===== src/rtl/fifo_rd_ctrl.sv =====
// Purpose: read-side controller of the async FIFO. It synchronises the write pointer,
//   keeps the read pointer, flags EMPTY and feeds a one-deep registered output stage.
// Latency: a new write becomes visible in wq2 two R_CLK edges after W_GRAY_PTR changes.
//   EMPTY falls on the 3rd edge and OUT_VALID rises on the 4th. After that it runs at 1 word/cycle.
// Backpressure: when OUT_VALID is high and OUT_READY is low, the stage and the read pointer hold.
//   No combinational path exists from OUT_READY to OUT_VALID or OUT_DATA.
//
// Ports:
//   R_CLK       read-domain clock
//   R_RST       asynchronous active-low reset
//   W_GRAY_PTR  Gray write pointer from the write domain (asynchronous to R_CLK)
//   RD_DATA     combinational memory output at RD_ADDR
//   RD_ADDR     memory read address (low bits of the binary read pointer)
//   R_GRAY_PTR  registered Gray read pointer, to the write-domain synchroniser
//   EMPTY       registered empty flag
//   OUT_DATA    output-stage word
//   OUT_VALID   OUT_DATA holds an unconsumed word
//   OUT_READY   consumer takes OUT_DATA this cycle
module fifo_rd_ctrl #(
  parameter int DATA_WIDTH    = 8,
  parameter int ADDRESS_WIDTH = 3
) (
  input  logic                     R_CLK,
  input  logic                     R_RST,
  input  logic [ADDRESS_WIDTH:0]   W_GRAY_PTR,
  input  logic [DATA_WIDTH-1:0]    RD_DATA,
  output logic [ADDRESS_WIDTH-1:0] RD_ADDR,
  output logic [ADDRESS_WIDTH:0]   R_GRAY_PTR,
  output logic                     EMPTY,
  output logic [DATA_WIDTH-1:0]    OUT_DATA,
  output logic                     OUT_VALID,
  input  logic                     OUT_READY
);

  localparam int PW = ADDRESS_WIDTH + 1;

  logic [PW-1:0] wq1;
  logic [PW-1:0] wq2;
  logic [PW-1:0] rd_bin;
  logic [PW-1:0] next_bin;
  logic [PW-1:0] next_gray;
  logic          pop;

  // Two-flop synchroniser for the write pointer. Only wq2 is used, because wq1 may be metastable.
  always_ff @(posedge R_CLK or negedge R_RST) begin
    if (!R_RST) begin
      wq1 <= '0;
      wq2 <= '0;
    end else begin
      wq1 <= W_GRAY_PTR;
      wq2 <= wq1;
    end
  end

  // Pop when there is data and the output stage is free or is draining this cycle.
  // Inputs here are EMPTY, OUT_VALID and OUT_READY. EMPTY and OUT_VALID are flops.
  // OUT_READY only steers the flop enables, so it reaches no output combinationally.
  always_comb begin
    pop       = !EMPTY && (!OUT_VALID || OUT_READY);
    next_bin  = rd_bin + {{(PW-1){1'b0}}, pop};
    next_gray = next_bin ^ (next_bin >> 1);
  end

  // EMPTY is compared against the post-pop pointer.
  // The pop that drains the last entry therefore raises EMPTY on the same edge, and no underflow pop can follow.
  // The full-width compare includes the wrap bit.
  always_ff @(posedge R_CLK or negedge R_RST) begin
    if (!R_RST) begin
      rd_bin     <= '0;
      R_GRAY_PTR <= '0;
      EMPTY      <= 1'b1;
    end else begin
      rd_bin     <= next_bin;
      R_GRAY_PTR <= next_gray;
      EMPTY      <= (next_gray == wq2);
    end
  end

  // One-deep output register. A pop overwrites it; otherwise an accepted word clears valid.
  always_ff @(posedge R_CLK or negedge R_RST) begin
    if (!R_RST) begin
      OUT_DATA  <= '0;
      OUT_VALID <= 1'b0;
    end else if (pop) begin
      OUT_DATA  <= RD_DATA;
      OUT_VALID <= 1'b1;
    end else if (OUT_VALID && OUT_READY) begin
      OUT_VALID <= 1'b0;
    end
  end

  assign RD_ADDR = rd_bin[ADDRESS_WIDTH-1:0];

endmodule


===== config.mk =====
export PLATFORM = sky130hd
export DESIGN_NAME = fifo_rd_ctrl
export DESIGN_NICKNAME = d
export VERILOG_FILES = /design/src/rtl/fifo_rd_ctrl.sv
export SDC_FILE = /design/constraint.sdc
export NUM_CORES = 1
export LEC_CHECK = 0
export CAP_MARGIN = 40
export CORE_MARGIN = 8
export CORE_UTILIZATION = 55
export DETAILED_ROUTE_END_ITERATION = 7
export DONT_BUFFER_PORTS = 1
export PLACE_DENSITY = 0.67
export SYNTH_ARGS = -nofsm -noshare
export SYNTH_HDL_FRONTEND = slang
export SYNTH_SLANG_ARGS = --single-unit

===== constraint.sdc =====
create_clock -name R_CLK -period 2.8 [get_ports R_CLK]
set_clock_uncertainty 0.1 [all_clocks]
set_input_delay 0.56 -clock R_CLK [delete_from_list [all_inputs] [get_ports R_CLK]]
set_output_delay 0.56 -clock R_CLK [all_outputs]
set_load 0.03 [all_outputs]

Yosys cells after proc, flatten, opt, wreduce, memory -nomap -nowiden
Cells that the tools add are included.

Logic and storage cells: 18. Bits of input ports: 15. Flip-flop bits (word level): 26.

Add/sub/neg operators: 1. Reductions and logical operators: 6. Bitwise logic cells: 1. Multiplexer cells: 2. Equality and inequality tests: 1.

Operators by type and width (number): 4-bit by 1-bit adder with 4-bit output (1); 4-bit equality test (1); 4-bit by 3-bit bitwise XOR with 4-bit output (1); 1-bit logical AND (2); 1-bit zero test (2); 1-bit two-way mux (2); 2-bit nonzero test (1); 1-bit logical OR (1).

Longest topological paths before layout
Gate-level depths: netlist (run 1).

Word-level depth: 6. Depth in mapped cells: 8. Gate-level depth less buffers: 8.

Worst setup path before layout (run 1)
Ideal clock, no wire load.

Kind: input to register. Start point: input port OUT_READY. End point: register EMPTY. Buffers on the path: 0. Stages: 8. Arrival: 2.212 ns. Path slack: 0.398 ns. Library setup time: 0.090 ns. Cell sequence: inv_1 > a21oi_2 > ha_1 > ha_1 > xor2_2 > mux2i_1 > o221ai_2 > nor4_2.

Longest elaborated chain between the ends: 5.

Ends and longest elaborated chain: start, declared (RTL line 32) `input logic OUT_READY`; 1-bit logical OR (RTL line 59) `pop = !EMPTY && (!OUT_VALID || OUT_READY);`; 1-bit logical AND (RTL line 59); net pop (RTL line 42) `logic pop;`; 4-bit by 1-bit adder with 4-bit output (RTL line 60) `next_bin = rd_bin + {{(PW-1){1'b0}}, pop};`; 4-bit by 3-bit bitwise XOR with 4-bit output (RTL line 61) `next_gray = next_bin ^ (next_bin >> 1);`; 4-bit equality test (RTL line 75) `EMPTY <= (next_gray == wq2);`; end signal, assigned (RTL line 75); end, declared (RTL line 29) `output logic EMPTY,`.

The timed path passes the listed nets, and every way through them passes these cells. A chain may end at the register's enable or synchronous reset.

Worst setup path after layout (run 1)
Start point: register EMPTY. End point: register EMPTY.

Longest elaborated chain between the ends: 5.

Ends and longest elaborated chain: 1-bit zero test (RTL line 59); 1-bit logical AND (RTL line 59); net pop (RTL line 42); 4-bit by 1-bit adder with 4-bit output (RTL line 60); net next_bin[1] (RTL line 40) `logic [PW-1:0] next_bin;`; 4-bit by 3-bit bitwise XOR with 4-bit output (RTL line 61); net next_gray[0] (RTL line 41) `logic [PW-1:0] next_gray;`; 4-bit equality test (RTL line 75).

The timed path passes the listed nets, and every way through them passes these cells.

==> results of run 1 <==
## layer usage
metal / part of all wire, % / up-vias / track usage (%) / wire [um]
li1: - / 232 / - / -
met1: 41 / 238 / 11.8 / 628
met2: 48 / 22 / 15.1 / 744
met3: 10 / 2 / 4.57 / 158
met4: 0.78 / 0 / 5.24 / 12
met5: 0 / - / 0 / 0
## flip-flops by register name (all words and copies together) (netlist names)
| name | cells |
|---|---|
| R_GRAY_PTR | 4 |
| EMPTY | 1 |
| rd_bin | 3 |
| OUT_VALID | 1 |
| wq1 | 4 |
| OUT_DATA | 8 |
| wq2 | 4 |
## timing repair
action / in CTS / in global routing
resized for setup: 0 / 0
endpoints found under the hold margin: 25 / 0
hold buffers: 1 / 0
## kinds of logic after synthesis
kind of cell / after synthesis / share of synthesized area (%)
AOI/OAI and AO/OA: 8 / 6.56
muxes: 9 / 10.1
DFF: 25 / 63.2
buffers and inverters: 6 / 3.03
and+or+nand+nor: 4 / 2.77
adders and majority gates: 2 / 2.52
xor gates and xnor gates: 11 / 11.9
## cell type report
class | count | area, um2 | area share (%)
clock inverters | 1 | 5.00 | 0.461
repair buffers | 3 | 45.0 | 4.15
multi-input cells | 34 | 335 | 30.9
clock buffers | 3 | 22.5 | 2.08
flip-flops and latches | 25 | 627 | 57.8
well taps | 25 | 31.3 | 2.88
inverters | 5 | 18.8 | 1.73
## cell usage in the layout (no fill, tap or decap)
master / netlist / final
o21ai_0: 2 / 2
inv_1: 4 / 4
buf_4: 0 / 1
mux2_2: 8 / 8
or3_1: 1 / 1
o221ai_2: 1 / 1
buf_16: 0 / 1
ha_1: 2 / 2
xnor2_1: 6 / 6
dfstp_2: 1 / 1
nand3_1: 1 / 1
a21oi_2: 1 / 1
xor2_2: 1 / 1
a211oi_2: 1 / 1
nor4_2: 1 / 1
xnor3_1: 1 / 1
a31oi_1: 1 / 1
inv_2: 1 / 1
nand2_1: 1 / 1
a21boi_1: 1 / 1
xor2_1: 3 / 3
dlygate4sd3_1: 0 / 1
a21oi_1: 1 / 1
mux2i_1: 1 / 1
dfrtp_1: 24 / 24
clkinv_2: 0 / 1
clkbuf_4: 0 / 3
## synth_stat cells
library cell / count
dfrtp_1: 24
mux2_2: 8
xnor2_1: 6
inv_1: 4
xor2_1: 3
ha_1: 2
o21ai_0: 2
a211oi_2: 1
a21boi_1: 1
a21oi_1: 1
a21oi_2: 1
a31oi_1: 1
buf_6: 1
dfstp_2: 1
inv_2: 1
mux2i_1: 1
nand2_1: 1
nand3_1: 1
nor4_2: 1
o221ai_2: 1
or3_1: 1
xnor3_1: 1
xor2_2: 1
## worst max-delay path by stage
stage | startpoint | to | slack [ps] | depth (start not counted)
after floorplan | OUT_READY | EMPTY | 400 | 8
after global placement | EMPTY | EMPTY | 530 | 7
after detailed placement | OUT_READY | EMPTY | 480 | 8
after CTS | EMPTY | EMPTY | 490 | 7
after global routing | EMPTY | EMPTY | 270 | 7
final | EMPTY | EMPTY | 500 | 7
## metrics by stage
| stage | instance area [um2] | setup slack (ps) |
|---|---|---|
| 4_1_cts | 1060 | 486 |
| 5_1_grt | 1080 | 267 |
| 3_3_place_gp | 1020 | 527 |
| 6_report | 1080 | 495 |
| 3_5_place_dp | 1020 | 480 |
| 2_1_floorplan | 992 | 398 |
## power by group through the flow
stage	combinational, mW	sequential, mW	clock [mW]
2_1_floorplan	0.382	0.676	0
3_3_place_gp	0.398	0.715	0
3_5_place_dp	0.406	0.715	0
4_1_cts	0.416	0.707	0.161
5_1_grt	0.460	0.719	0.177
6_report	0.414	0.701	0.151
==> impl_results.md, run 1 <==
- Die Y: 58.5 um
- Synth unique cells: 23
- Max cap viols: 0
- Die area: 3420 um2
- Ys Warns: 0
- Syn Inst Count: 65
- Crit path cell chain: a21oi_2 > ha_1 > ha_1 > xor2_1 > xnor2_1 > o221ai_2 > nor4_2
- CP Class: reg -> reg
- DRC: 0
- Drt pass-1 iters: 2
- Core ar.: 1710 um2
- I/O Buffers: 0
- Placed cells: 90
- Seq pwr share: 55.4%
- Final hold vios: 0
- Average routed wire per standard cell: 16.1 um
- Share of the synthesized area in the top cell type: 60.5%
- Vias in the first global route: 531
- Reg2Reg Depth: 7
- Postcts setup bufs: 0
- Clock-pin slew on the worst setup and hold paths: 130 ps
- Slew Limit Fails: 0
- Int Pwr: 725 uW
- CP peak stage delay: 670 ps
- Hold Slack: 164 ps
- Fmax: 0.434 GHz
- Die X: 58.5 um
- H-tree levels: 1
- Root buf cell: clkbuf_4
- Max FO, Critical Path: 4
- Hold WC Path Type: in -> reg
- Gr usage total: 10.1%
- Total power: 1.27 mW
- ANT nets after route: 0
- # rows: 15
- Startpoint Class: flop
- Gp weighted congestion: 0.738
- CTS tree: done
- Gr ovfl total: 0
- Slew headroom: 63.8%
- Post-synthesis sequential area ratio: 63.2%
- Worst Hold End: wq1[0]
- PD cells: 1170 nW/um2
- Vias: 494
- Min-delay src: W_GRAY_PTR[0]
- Mapped Nets: 82
- Most frequent CP cell: ha_1
- Clock sink total: 25
- Fillers: 127
- Worst-Skew Late Latency: 300 ps
- Cts bufs inserted: 3
- Ports: 32
- Yosys top cell by area: dfrtp_1
- Data required, critical path: 2920 ps
- Tightest Pin Transition: 544 ps
- Vias/cell: 5.15
- #FFs+latches synth: 25
- Largest net degree at the start of global routing: 26
- Initial antenna violation count: 0
- Reg2Reg Setup Slack: 500 ps
- Setup violators final: 0
- Post-DP HPWL: 1240 um
- Core occupancy in the finished layout: 63.5%
- Reg2reg end: EMPTY
- Crit. End Element: flop
- Clk buf depth: 2
- CP Data Arrival Time: 2420 ps
- Minimum clock period: 2300 ps
- RSZ-0062 raised after global routing: no
- Sw Share: 42.8%
- Layout cells sized above 1: 29.6%
- Sw power: 542 uW
- Worst R2R Start: EMPTY
- Crit path buf inv count: 0
- CP max-delay cell: dfstp_2
- Final nets: 89
- Setup total negative slack: 0 ps
- Logic pwr share: 32.7%
- Mean Syn Cell Area: 15.3 um2
- Initial DRC count: 2
- Pleak: 0.477 nW
- Hold path depth: 0
- Netlist Area Pre-Place: 992 um2
- Status: completed
- Starting Density: 58.1%
- Clock power share: 12.0%
- P&R area growth vs syn: 9.33%
- Largest cells by area after synthesis: dfrtp_1, mux2_2, xnor2_1
- Total Routed Length: 1540 um
- Crit path max-delay family: flip-flops
- Worst VDD drop: 0.667 mV
- # diodes: 0
- Finished Layout Cells: 96
- First-pass GRT wire length: 2610 um
- Fin crit share: 82.3%
No activity file was read; power rests on OpenSTA's default activity.
==> inputs of run 2 (changes only) <==
==> constraint.sdc (replaced) <==
create_clock -name R_CLK -period 2.38 [get_ports R_CLK]
set_clock_uncertainty 0.1 [all_clocks]
set_input_delay 0.476 -clock R_CLK [delete_from_list [all_inputs] [get_ports R_CLK]]
set_output_delay 0.476 -clock R_CLK [all_outputs]
set_load 0.03 [all_outputs]
==> run 2 against run 1 <==
Sequential power grew 14%. Total power grew 20%. Final cell count grew 3.1%. Non-clock buffer count grew 3. Die area is the same. Clock-buffer cell count is the same. Via count grew 1.0%. Worst setup slack lost 300 ps. Critical path depth is the same. Core utilization grew 0.59 points. Critical path type unchanged. Critical endpoint unchanged.
==> impl_results.md, run 2 (synthesis results as in run 1) <==
- Status: completed (unchanged)
- Clock-pin slew on the worst setup and hold paths: 130 ps (about the same)
- Layout cells sized above 1: 32.4% (was 29.6%)
- Max FO, Critical Path: 4 (unchanged)
- Total Routed Length: 1610 um (was 1540 um)
- Fillers: 140 (was 127)
- Most frequent cells in the layout: dfrtp_1, mux2_2, xnor2_1, inv_1, buf_4 (was dfrtp_1, mux2_2, xnor2_1, inv_1)
- Die X: 58.5 um (unchanged)
- Worst-Skew Late Latency: 310 ps (was 300 ps)
- H-tree levels: 1 (unchanged)
- # diodes: 0 (unchanged)
- Worst VDD drop: 0.956 mV (was 0.667 mV)
- PD cells: 1390 nW/um2 (was 1170 nW/um2)
- Final nets: 92 (was 89)
- Crit. End Element: flop (unchanged)
- Tightest Pin Transition: 553 ps (was 544 ps)
- RSZ-0062 raised after global routing: no (unchanged)
- # hold bufs at CTS: 1 (unchanged)
- Clock sink total: 25 (unchanged)
- Core ar.: 1710 um2 (unchanged)
- Slew Limit Fails: 0 (unchanged)
- First-pass GRT wire length: 2510 um (was 2610 um)
- Initial DRC count: 11 (was 2)
- Die area: 3420 um2 (unchanged)
- Largest net degree at the start of global routing: 26 (unchanged)
- Most frequent CP cell: ha_1 (unchanged)
- Largest register by flop count: OUT_DATA (unchanged)
- Hold Slack: 77.1 ps (was 164 ps)
- Slew headroom: 63.1% (was 63.8%)
- Placed cells: 93 (was 90)
- Fmax: 0.458 GHz (was 0.434 GHz)
- Finished Layout Cells: 99 (was 96)
- Gr usage total: 9.60% (was 10.1%)
- Setup total negative slack: 0 ps (unchanged)
- Pleak: 0.486 nW (was 0.477 nW)
- Largest register FFs: 8 (unchanged)
- Drt pass-1 iters: 4 (was 2)
- CP max-delay cell: dfstp_2 (unchanged)
- P&R area growth vs syn: 10.3% (was 9.33%)
- Number of gates resized after CTS: 0 (unchanged)
- Vias: 499 (was 494)
- Ports: 32 (unchanged)
- DRC: 0 (unchanged)
- Startpoint Class: flop (unchanged)
- Gp weighted congestion: 0.760 (was 0.738)
- Final hold vios: 0 (unchanged)
- Root buf cell: clkbuf_4 (unchanged)
- Placed cell areas: 1040 um2 (was 1020 um2)
- Crit path cell chain: a21oi_2 > ha_1 > ha_1 > xor2_1 > xnor2_1 > o221ai_2 > nor4_2 (unchanged)
- Postcts setup bufs: 0 (unchanged)
- Data required, critical path: 2500 ps (was 2920 ps)
- Vias/cell: 5.04 (was 5.15)
- CTS tree: done (unchanged)
- Minimum clock period: 2180 ps (was 2300 ps)
- Clk buf depth: 2 (unchanged)
- ANT nets after route: 0 (unchanged)
- Average routed wire per standard cell: 16.2 um (was 16.1 um)
- Initial antenna violation count: 0 (unchanged)
- Gr ovfl total: 0 (unchanged)
- Vias in the first global route: 522 (was 531)
- Post-DP HPWL: 1270 um (was 1240 um)
- CP Data Arrival Time: 2310 ps (was 2420 ps)
- Hold WC Path Type: in -> reg (unchanged)
- Fin crit share: 91.7% (was 82.3%)
- Most common cell after layout, fill and taps aside: dfrtp_1 (unchanged)
- CP Class: reg -> reg (unchanged)
- I/O Buffers: 0 (unchanged)
- Cts bufs inserted: 3 (unchanged)
- Starting Density: 58.1% (unchanged)
- Setup violators final: 0 (unchanged)
- Die Y: 58.5 um (unchanged)
- # rows: 15 (unchanged)
- CP peak stage delay: 560 ps (was 670 ps)
- Max cap viols: 0 (unchanged)
- Final non-filler cell area: 1090 um2 (was 1080 um2)
- Reg2Reg Setup Slack: 200 ps (was 500 ps)
-- run 2: cell count changes in the layout (fill, tap and decap cells not counted), sizes merged --
cell	before	now
buf	2	5
-- run 2: critical path, delay by kind of cell, from the launching register on --
kind	cells	cell delay [ps]
xor+xnor	2	410
flops	1	560
compound gates	2	170
fa+ha+maj	2	600
simple gates	1	260
-- run 2: layout make-up --
class                   instances  area [um2]  area share (%)
clock inverters                 1        5.00           0.457
repair buffers                  6        55.1            5.03
inverters                       5        18.8            1.71
clock buffers                   3        22.5            2.06
well taps                      25        31.3            2.86
flip-flops and latches         25         627            57.3
multi-input cells              34         335            30.6
-- run 2: final timing paths --
kind                                from   endpoint  cells after the start
max in group asynchronous          R_RST      EMPTY                      2
hold reg to reg                   wq1[2]     wq2[2]                      0
setup / recovery                   EMPTY      EMPTY                      7
min in group asynchronous          R_RST  OUT_VALID                      1
hold / removal             W_GRAY_PTR[0]     wq1[0]                      0
setup reg to reg                   EMPTY      EMPTY                      7
-- run 2: layer usage --
metal	track usage (%)	vias up	wire length, um
li1	-	235	-
met1	10.8	238	641
met2	15.0	22	772
met3	4.13	4	170
met4	5.24	0	22
met5	0	-	0
-- run 2: where the power goes --
part / switching [mW] / internal [mW] / leakage, nW
Clock: 0.118 / 0.0628 / 0.0177
Combinational: 0.267 / 0.271 / 0.181
Sequential: 0.269 / 0.532 / 0.288
Total: 0.654 / 0.866 / 0.486
-- run 2: through the flow --
stage	utilization, %	setup slack [ps]	power, mW
2_1_floorplan	-	22.1	1.24
3_3_place_gp	61.0	211	1.33
3_5_place_dp	61.0	114	1.34
4_1_cts	63.2	147	1.54
5_1_grt	64.1	35.1	1.62
6_report	64.1	197	1.52
